<file path="config.mk">
export PLATFORM = sky130hd
export DESIGN_NAME = interp_sched
export DESIGN_NICKNAME = d
export VERILOG_FILES = /design/src/rtl/interp_pkg.sv /design/src/rtl/interp_req_fifo.sv /design/src/rtl/interp_sched.sv
export SDC_FILE = /design/constraint.sdc
export NUM_CORES = 1
export LEC_CHECK = 0
export CORE_UTILIZATION = 45
export CTS_BUF_LIST = sky130_fd_sc_hd__clkbuf_16
export DETAILED_ROUTE_END_ITERATION = 12
export PLACE_DENSITY = 0.67
export SLEW_MARGIN = 25
export SYNTH_ARGS = -nofsm -noshare
export SYNTH_HDL_FRONTEND = slang
export SYNTH_SLANG_ARGS = --single-unit
</file>
<file path="constraint.sdc">
create_clock -name clk -period 4.85 [get_ports clk]
set_clock_uncertainty 0.15 [all_clocks]
set_input_delay 1.455 -clock clk [delete_from_list [all_inputs] [get_ports clk]]
set_output_delay 1.455 -clock clk [all_outputs]
set_load 0.005 [all_outputs]
</file>
<file path="src/rtl/interp_pkg.sv">
// Shared definitions for the interpolator tap scheduler: geometry of the
// polyphase filter, the queued request record and the controller states.
package interp_pkg;

    // Polyphase geometry (branches x taps per branch).
    localparam int OSF      = 20;
    localparam int TAPS_PPH = 5;

    // Delay-line depth and the address widths derived from it.
    localparam int DEPTH = OSF * TAPS_PPH;
    localparam int AW    = $clog2(DEPTH);
    localparam int CW    = $clog2(OSF * TAPS_PPH);

    // Width of the incoming phase index and of the tap counter.
    localparam int PW = 5;
    localparam int KW = (TAPS_PPH > 1) ? $clog2(TAPS_PPH) : 1;

    // One pending symbol: the branch to use and where the newest sample sat.
    typedef struct packed {
        logic [PW-1:0] phase;
        logic [AW-1:0] snap;
    } req_t;

    // Controller states.
    typedef enum logic [0:0] {
        ST_IDLE = 1'b0,
        ST_RUN  = 1'b1
    } state_t;

endpackage

</file>
<file path="src/rtl/interp_req_fifo.sv">
// Two-entry first-word-fall-through request queue. A push into a full queue
// is accepted only when a pop frees a slot in the same cycle; otherwise it is
// ignored and the stored entries are left untouched.
module interp_req_fifo
    import interp_pkg::*;
(
    input  logic clk,
    input  logic reset_n,
    input  logic push,
    input  req_t push_data,
    input  logic pop,
    output req_t pop_data,
    output logic full,
    output logic empty
);

    localparam int ENTRIES = 2;

    req_t       mem_reg [ENTRIES];
    logic       wr_idx_reg;
    logic       rd_idx_reg;
    logic [1:0] count_reg;

    logic do_push;
    logic do_pop;

    assign empty    = (count_reg == 2'd0);
    assign full     = (count_reg == 2'd2);
    assign do_pop   = pop & ~empty;
    assign do_push  = push & (~full | do_pop);
    assign pop_data = mem_reg[rd_idx_reg];

    // Storage slots: each slot captures the pushed record when it is the write target.
    for (genvar gi = 0; gi < ENTRIES; gi++) begin : g_slot
        always_ff @(posedge clk or negedge reset_n) begin
            if (!reset_n) begin
                mem_reg[gi] <= '0;
            end else if (do_push && (wr_idx_reg == 1'(gi))) begin
                mem_reg[gi] <= push_data;
            end
        end
    end

    // Pointer and occupancy bookkeeping.
    always_ff @(posedge clk or negedge reset_n) begin
        if (!reset_n) begin
            wr_idx_reg <= 1'b0;
            rd_idx_reg <= 1'b0;
            count_reg  <= 2'd0;
        end else begin
            if (do_push) begin
                wr_idx_reg <= ~wr_idx_reg;
            end
            if (do_pop) begin
                rd_idx_reg <= ~rd_idx_reg;
            end
            if (do_push && !do_pop) begin
                count_reg <= count_reg + 2'd1;
            end else if (do_pop && !do_push) begin
                count_reg <= count_reg - 2'd1;
            end
        end
    end

endmodule

</file>
<file path="src/rtl/interp_sched.sv">
// Polyphase interpolator tap scheduler. Tracks the delay-line write pointer,
// queues symbol requests and walks the taps of one branch per symbol, driving
// delay-line / coefficient addresses and MAC control strobes.
// Optional feature: define INTERP_SCHED_STATS_EN to add the saturating
// drop counter output drop_cnt_o.
// Address widths come from interp_pkg; parameter overrides must keep
// OSF*TAPS_PPH equal to interp_pkg::DEPTH.
module interp_sched
    import interp_pkg::*;
#(
    parameter int OSF      = interp_pkg::OSF,
    parameter int TAPS_PPH = interp_pkg::TAPS_PPH
) (
    input  logic          clk,
    input  logic          reset_n,
    input  logic          iq_raw_val_i,
    input  logic          sym_valid_i,
    input  logic [PW-1:0] phase_int_i,
    output logic [AW-1:0] wr_ptr_o,
    output logic [AW-1:0] rd_addr_o,
    output logic [CW-1:0] coef_addr_o,
    output logic          mac_clr_o,
    output logic          mac_en_o,
    output logic          mac_last_o,
    output logic          busy_o,
    output logic          drop_o
`ifdef INTERP_SCHED_STATS_EN
    ,
    output logic [15:0]   drop_cnt_o
`endif
);

    state_t        state_reg;
    state_t        state_next;
    logic [KW-1:0] k_reg;
    logic [KW-1:0] k_next;
    req_t          cur_reg;
    req_t          cur_next;
    logic [AW-1:0] wr_ptr_reg;

    logic [PW-1:0] phase_sat;
    req_t          incoming;
    req_t          fifo_head;
    logic          fifo_full;
    logic          fifo_empty;
    logic          fifo_push;
    logic          fifo_pop;
    logic          bypass;
    logic          launch;
    logic          run;

    // Out-of-range branch indices clamp to the last branch.
    assign phase_sat = (int'(phase_int_i) >= OSF) ? PW'(OSF - 1) : phase_int_i;
    assign incoming  = '{phase: phase_sat, snap: wr_ptr_reg};

    // A request consumed directly by an idle/finishing controller never enters the queue.
    assign fifo_push = sym_valid_i & ~bypass;
    assign drop_o    = fifo_push & fifo_full & ~fifo_pop;

    assign run      = (state_reg == ST_RUN);
    assign busy_o   = run | ~fifo_empty;
    assign wr_ptr_o = wr_ptr_reg;

    interp_req_fifo u_fifo (
        .clk       (clk),
        .reset_n   (reset_n),
        .push      (fifo_push),
        .push_data (incoming),
        .pop       (fifo_pop),
        .pop_data  (fifo_head),
        .full      (fifo_full),
        .empty     (fifo_empty)
    );

    // Delay-line write pointer, wrapping at DEPTH.
    always_ff @(posedge clk or negedge reset_n) begin
        if (!reset_n) begin
            wr_ptr_reg <= '0;
        end else if (iq_raw_val_i) begin
            wr_ptr_reg <= (wr_ptr_reg == AW'(DEPTH - 1)) ? '0 : wr_ptr_reg + AW'(1);
        end
    end

    // Controller state, tap counter and active request.
    always_ff @(posedge clk or negedge reset_n) begin
        if (!reset_n) begin
            state_reg <= ST_IDLE;
            k_reg     <= '0;
            cur_reg   <= '0;
        end else begin
            state_reg <= state_next;
            k_reg     <= k_next;
            cur_reg   <= cur_next;
        end
    end

    // Next-state and MAC strobes; a new symbol starts from the queue head, or
    // straight from the strobe when the queue is empty, so there is no bubble.
    always_comb begin
        state_next = state_reg;
        k_next     = k_reg;
        cur_next   = cur_reg;
        fifo_pop   = 1'b0;
        bypass     = 1'b0;
        launch     = 1'b0;
        mac_en_o   = 1'b0;
        mac_clr_o  = 1'b0;
        mac_last_o = 1'b0;
        case (state_reg)
            ST_IDLE: begin
                launch = 1'b1;
            end
            ST_RUN: begin
                mac_en_o  = 1'b1;
                mac_clr_o = (k_reg == '0);
                if (k_reg == KW'(TAPS_PPH - 1)) begin
                    mac_last_o = 1'b1;
                    launch     = 1'b1;
                end else begin
                    k_next = k_reg + KW'(1);
                end
            end
            default: begin
                state_next = ST_IDLE;
                k_next     = '0;
            end
        endcase
        if (launch) begin
            k_next = '0;
            if (!fifo_empty) begin
                state_next = ST_RUN;
                cur_next   = fifo_head;
                fifo_pop   = 1'b1;
            end else if (sym_valid_i) begin
                state_next = ST_RUN;
                cur_next   = incoming;
                bypass     = 1'b1;
            end else begin
                state_next = ST_IDLE;
            end
        end
    end

    // Tap addresses: walk back through the delay line one branch stride per tap.
    always_comb begin : addr_calc
        int off;
        int diff;
        off         = int'(cur_reg.phase) + int'(k_reg) * OSF;
        diff        = int'(cur_reg.snap) - off;
        if (diff < 0) begin
            diff = diff + DEPTH;
        end
        rd_addr_o   = '0;
        coef_addr_o = '0;
        if (run) begin
            rd_addr_o   = AW'(diff);
            coef_addr_o = CW'(int'(cur_reg.phase) * TAPS_PPH + int'(k_reg));
        end
    end

`ifdef INTERP_SCHED_STATS_EN
    logic [15:0] drop_cnt_reg;

    // Saturating count of discarded requests.
    always_ff @(posedge clk or negedge reset_n) begin
        if (!reset_n) begin
            drop_cnt_reg <= '0;
        end else if (drop_o && (drop_cnt_reg != 16'hFFFF)) begin
            drop_cnt_reg <= drop_cnt_reg + 16'd1;
        end
    end

    assign drop_cnt_o = drop_cnt_reg;
`endif

endmodule

</file>
==> metrics.txt, run 1 <==
status finished clean; CTS Buffer Depth 2; clk slew on worst S/H paths 0.07 ns; CP max-delay cell fa_1; cells on worst reg2reg path 7; Final nets 415; Syn Nets 380; CP startpoint kind register; crit-path max cell delay 0.48 ns; Mean Syn Cell Area 10.0 sq um; vias in the first global route 2,303; Worst Path Required 3.24 ns; Mapped Area 3360 sq um; Sum Neg Setup Slack 0 ns; Hold Fails Final Rpt 0; crit-path max FO 3; filler instances 682; Hold Path Stages 2; most frequent cells in the layout dfrtp_1 (51), nand2_1 (32), o21ai_0 (31); row count 31; Post-Place Setup Slack 0.0860 ns; Die Y 88.4 microns; die area 7810 sq um; post-detail-place hpwl 4610 microns; GRT Util Overall 17.7%; CTS Buf Count 5; H-tree depth 2; RSZ-0062 raised after global routing yes; Area growth, synth to finish 17.8%; Critical Path End Type primary output; area of the multi-input gates 1930 sq um; count of non-filler cells in the finished layout 470; number of synthesized flops with an enable pin 0; most used routing layer met2; # DRC 0; aggregate global routing overflow 0; commonest non-fill, non-tap cell in the layout dfrtp_1; routed length per instance 13.3 microns; Pre-Repair DR Iteration Count 4; CP most frequent cell ha_1; Die W 88.4 microns; Vias 2,434; global-route track usage on met3 2.24%; Post-Layout Inst Area 3960 sq um; Seq cells post-synth 51; # IOs 35; yosys warns 0; Slew Viols, Final 0; Clock Sinks 51; largest net degree at the start of global routing 52; FF/Latch Area 1280 sq um; TritonCTS clock tree yes; layout cells sized above 1 15.1%; first-pass GRT wire length 10,800 microns; Placement Cell Area 3780 sq um; max reg flops 24; Tightest Pin Transition 0.707 ns; top_reg_cell synth dfrtp_1; IO buf count 34; DP Cell Count 460; Final Cycle Share 97.8%; Setup-failing EPs final 0; antenna viol nets, final 0; Slew headroom 52.9%; Root Driver clkbuf_16; ys async rst share 100%; crit path cell chain ha_1 -> fa_1 -> inv_1 -> ha_1 -> and4b_1 -> a21o_1 -> o2111a_1 -> or3_1 -> a21oi_2 -> clkbuf_2; Routed Wire Length 6260 microns; antenna violations before repair 0; antenna cells 0; met1 usage 25.5%; post-layout minimum cycle time 4.74 ns; core area 7210 sq um; vias per cell 5.18; worst skew pair latency 0.29 ns; Initial Util 46.5%; arrival time of the worst setup path 3.14 ns; placer congestion estimate 0.812; Worst Setup Path Type register to primary output; cell count after synthesis 335; sequential-to-total area share from yosys stat 38.0%; Hold Crit Class register to register; Max Clock Freq 211 MHz; Iter 0 DRT Violations 79; Setup WS post-layout 0.105 ns; met2 Use GR 28.4%; max-cap violation count 0; Unique masters post-synth 46
-- final cells by class --
class	instances	area share, %
Multi-Input combinational cell	245	48.8
Timing Repair Buffer	42	9.90
Inverter	25	2.37
Sequential cell	51	32.3
Clock buffer	5	3.16
Clock inverter	3	0.380
Tap cell	99	3.13
-- what timing repair did --
action,in CTS,in global routing
setup endpoints to repair,5,4
pin swaps,1,2
hold buffers,0,0
gates resized for setup,6,5
setup buffers,0,2
-- synth_stat cells, types with 2 or more instances --
cell type,count,area share (%)
fa_1,6,3.6
dfrtp_1,51,38
xor2_1,6,1.6
buf_2,2,0.30
nand2b_1,3,0.56
nor2_1,24,2.7
mux2_2,19,6.4
nand4_1,7,1.3
or3_1,4,0.75
o211ai_1,3,0.67
mux2_4,3,1.3
ha_1,30,11
mux2i_1,9,2.7
nand3_1,2,0.30
inv_1,25,2.8
a21oi_1,17,2.5
and3_1,2,0.37
a31o_2,2,0.52
and2_2,4,0.89
nor3_1,2,0.30
o21ai_0,31,4.6
o21a_1,4,0.89
o211ai_4,2,1.3
buf_6,3,1.0
and2_1,2,0.37
a21o_1,4,0.89
xnor2_1,10,2.6
nand2_1,32,3.6
and3_2,2,0.45
clkbuf_1,8,0.89
-- metrics by stage --
stage / hold slack (ns) / util, %
global route: 0.356 / 54.8
detailed placement: 0.321 / 52.4
CTS: 0.335 / 54.5
global placement: 0.306 / 52.4
finish: 0.331 / 54.8
floorplan: 0.294 / -
-- path summary, 6_finish.rpt --
kind	from	to	slack [ns]
min in group asynchronous	reset_n	cur_reg[11]$_DFFE_PN0P_	1.04
worst min register to register	u_fifo.mem_reg[8]$_DFFE_PN0P_	u_fifo.mem_reg[8]$_DFFE_PN0P_	0.33
max in group asynchronous	reset_n	u_fifo.mem_reg[16]$_DFFE_PN0P_	3.07
worst max register to register	k_reg[0]$_DFFE_PN0P_	u_fifo.mem_reg[13]$_DFFE_PN0P_	2.32
worst min-delay path	u_fifo.mem_reg[8]$_DFFE_PN0P_	u_fifo.mem_reg[8]$_DFFE_PN0P_	0.33
worst max-delay path	k_reg[0]$_DFFE_PN0P_	rd_addr_o[2]	0.11
-- critical path, delay by kind of cell, from the launching register on --
family,cells,cell delay (ns)
AOI/OAI and AO/OA,3,0.63
DFF,1,0.39
adders and majority gates,3,1.08
buffers and inverters,2,0.17
and+or+nand+nor,2,0.57
-- metal layers --
layer / vias to the layer above / wire length [microns]
li1: 1227 / -
met3: 6 / 193
met1: 1156 / 3130
met4: 0 / 68
met5: - / 0
met2: 45 / 2870
-- cells by family (layout without fill, tap and decap cells) --
kind of cell | count (synthesis) | after routing | synth area share [%]
compound gates | 73 | 73 | 13.9
xor+xnor | 17 | 17 | 4.99
fa+ha+maj | 36 | 36 | 14.8
buf+inv | 39 | 75 | 5.44
flops | 51 | 51 | 38.0
mux | 31 | 31 | 10.4
simple gates | 88 | 88 | 12.5
Power of run 1 is left out: the tool's default activity adds up to more than one toggle a clock period on the data nets, which glitch-free logic cannot reach.
==> run 2: changes to the inputs <==
--- a/config.mk
+++ b/config.mk
@@ -8,6 +8,7 @@
 export CORE_UTILIZATION = 45
 export CTS_BUF_LIST = sky130_fd_sc_hd__clkbuf_16
 export DETAILED_ROUTE_END_ITERATION = 12
+export GPL_TIMING_DRIVEN = 0
 export PLACE_DENSITY = 0.67
 export SLEW_MARGIN = 25
 export SYNTH_ARGS = -nofsm -noshare
==> metrics.txt, run 2 (synthesized netlist as in run 1, its figures left out) <==
status finished clean; crit-path max cell delay 0.48 ns; cells on worst reg2reg path 12; Routed Wire Length 6460 microns; largest net degree at the start of global routing 52; crit-path max FO 6; worst r2r dst u_fifo.count_reg[1]$_DFFE_PN0P_; Tightest Pin Transition 0.626 ns; hold buffer count at cts 0; Hold Crit Class register to register; Vias 2,463; Worst Setup Path Type register to primary output; CTS Buffer Depth 2; Iter 0 DRT Violations 66; post-detail-place hpwl 4850 microns; most frequent cells in the layout dfrtp_1 (49), nand2_1 (32), o21ai_0 (31); Final nets 424; placer congestion estimate 0.819; worst skew pair latency 0.28 ns; final core utilization 55.4%; IO buf count 34; flop-to-flop setup slack 2.43 ns; CP startpoint kind register; antenna violations before repair 0; die area 7810 sq um; filler instances 699; Initial Util 46.5%; Clock Sinks 51; Area growth, synth to finish 18.9%; vias in the first global route 2,422; CTS Buf Count 5; Hold Startpoint u_fifo.mem_reg[22]$_DFFE_PN0P_; antenna viol nets, final 0; worst r2r src k_reg[0]$_DFFE_PN0P_; layout cells sized above 1 15.3%; # DRC 0; Root Driver clkbuf_16; Slew headroom 58.3%; routed length per instance 13.5 microns; post-layout minimum cycle time 4.72 ns; Worst Path Required 3.24 ns; CP max-delay cell fa_1; first-pass GRT wire length 11,200 microns; TritonCTS clock tree yes; Buf+Inv Stages, Crit Path 2; commonest non-fill, non-tap cell in the layout dfrtp_1; Worst path top cell family by delay adder cells; crit path cell chain ha_1 -> fa_1 -> inv_1 -> ha_4 -> and4b_1 -> a21o_1 -> o2111a_1 -> or3_1 -> a21oi_1 -> clkbuf_2; arrival time of the worst setup path 3.11 ns; max reg flops 24; Hold Path Stages 2; hold endpoint u_fifo.mem_reg[22]$_DFFE_PN0P_; max-cap violation count 0; Slew Viols, Final 0; core area 7210 sq um; antenna cells 0; clk slew on worst S/H paths 0.06 ns; Max Clock Freq 212 MHz; GRT Util Overall 18.4%; row count 31; worst hold margin 0.330 ns; Hold Fails Final Rpt 0; H-tree depth 2; Die W 88.4 microns; Die Y 88.4 microns; Critical Path End Type primary output; vias per cell 5.14; Pre-Repair DR Iteration Count 4; Setup-failing EPs final 0; aggregate global routing overflow 0; # IOs 35; Final Cycle Share 97.3%
## run 2: tightest hold or removal path: stages (launching register included)
cell,delay (ns)
dfrtp_1,0.34
nand2_1,0.05
o21ai_0,0.06
## run 2: worst max path at each step
stage | end | cells after the start | slack (ns) | startpoint
after floorplan | rd_addr_o[2] | 9 | 0.59 | k_reg[0]$_DFFE_PN0P_
after global placement | rd_addr_o[6] | 10 | -0.07 | k_reg[2]$_DFFE_PN0P_
after detailed placement | rd_addr_o[6] | 10 | -0.14 | k_reg[0]$_DFFE_PN0P_
after CTS | rd_addr_o[2] | 10 | 0.004 | k_reg[0]$_DFFE_PN0P_
after global routing | rd_addr_o[3] | 11 | -0.0009 | k_reg[0]$_DFFE_PN0P_
final | rd_addr_o[2] | 10 | 0.13 | k_reg[0]$_DFFE_PN0P_
## run 2: layer usage
metal | vias to the layer above | global-route usage (%) | part of all wire (%) | wire length [microns]
li1 | 1244 | - | - | -
met2 | 42 | 31.9 | 48 | 3110
met3 | 8 | 1.68 | 2.6 | 166
met4 | 0 | 5.87 | 1.4 | 92
met1 | 1169 | 24.3 | 48 | 3090
met5 | - | 0 | 0 | 0
## run 2: repair_timing
item | 4_1_cts | 5_1_grt
pin swaps | 2 | 5
endpoints found under the setup margin | 5 | 2
hold endpoints to repair | 0 | 0
resized for setup | 10 | 9
buffers inserted | 2 | 1
## run 2: layout make-up
cell class | instances | area (sq um) | share of cell area (%)
Buffer | 14 | 88.8 | 2.22
Clock buffer | 5 | 125 | 3.13
Multi-Input combinational cell | 245 | 1930 | 48.4
Clock inverter | 3 | 11.3 | 0.282
Inverter | 25 | 93.8 | 2.35
Sequential cell | 51 | 1280 | 32.0
Tap cell | 99 | 124 | 3.10
Timing Repair Buffer | 37 | 339 | 8.49
## run 2: through the flow
| step | worst slack (ns) | setup TNS (ns) | cells | cell area [sq um] |
|---|---|---|---|---|
| after CTS | 0.00361 | 0 | 478 | 4000 |
| after detailed placement | -0.136 | -0.398 | 468 | 3820 |
| after floorplan | 0.587 | 0 | 335 | 3360 |
| final | 0.131 | 0 | 479 | 3990 |
| after global routing | -0.000884 | -0.000884 | 479 | 3990 |
| after global placement | -0.0707 | -0.133 | 468 | 3820 |
Power of run 2 is left out for the same reason.
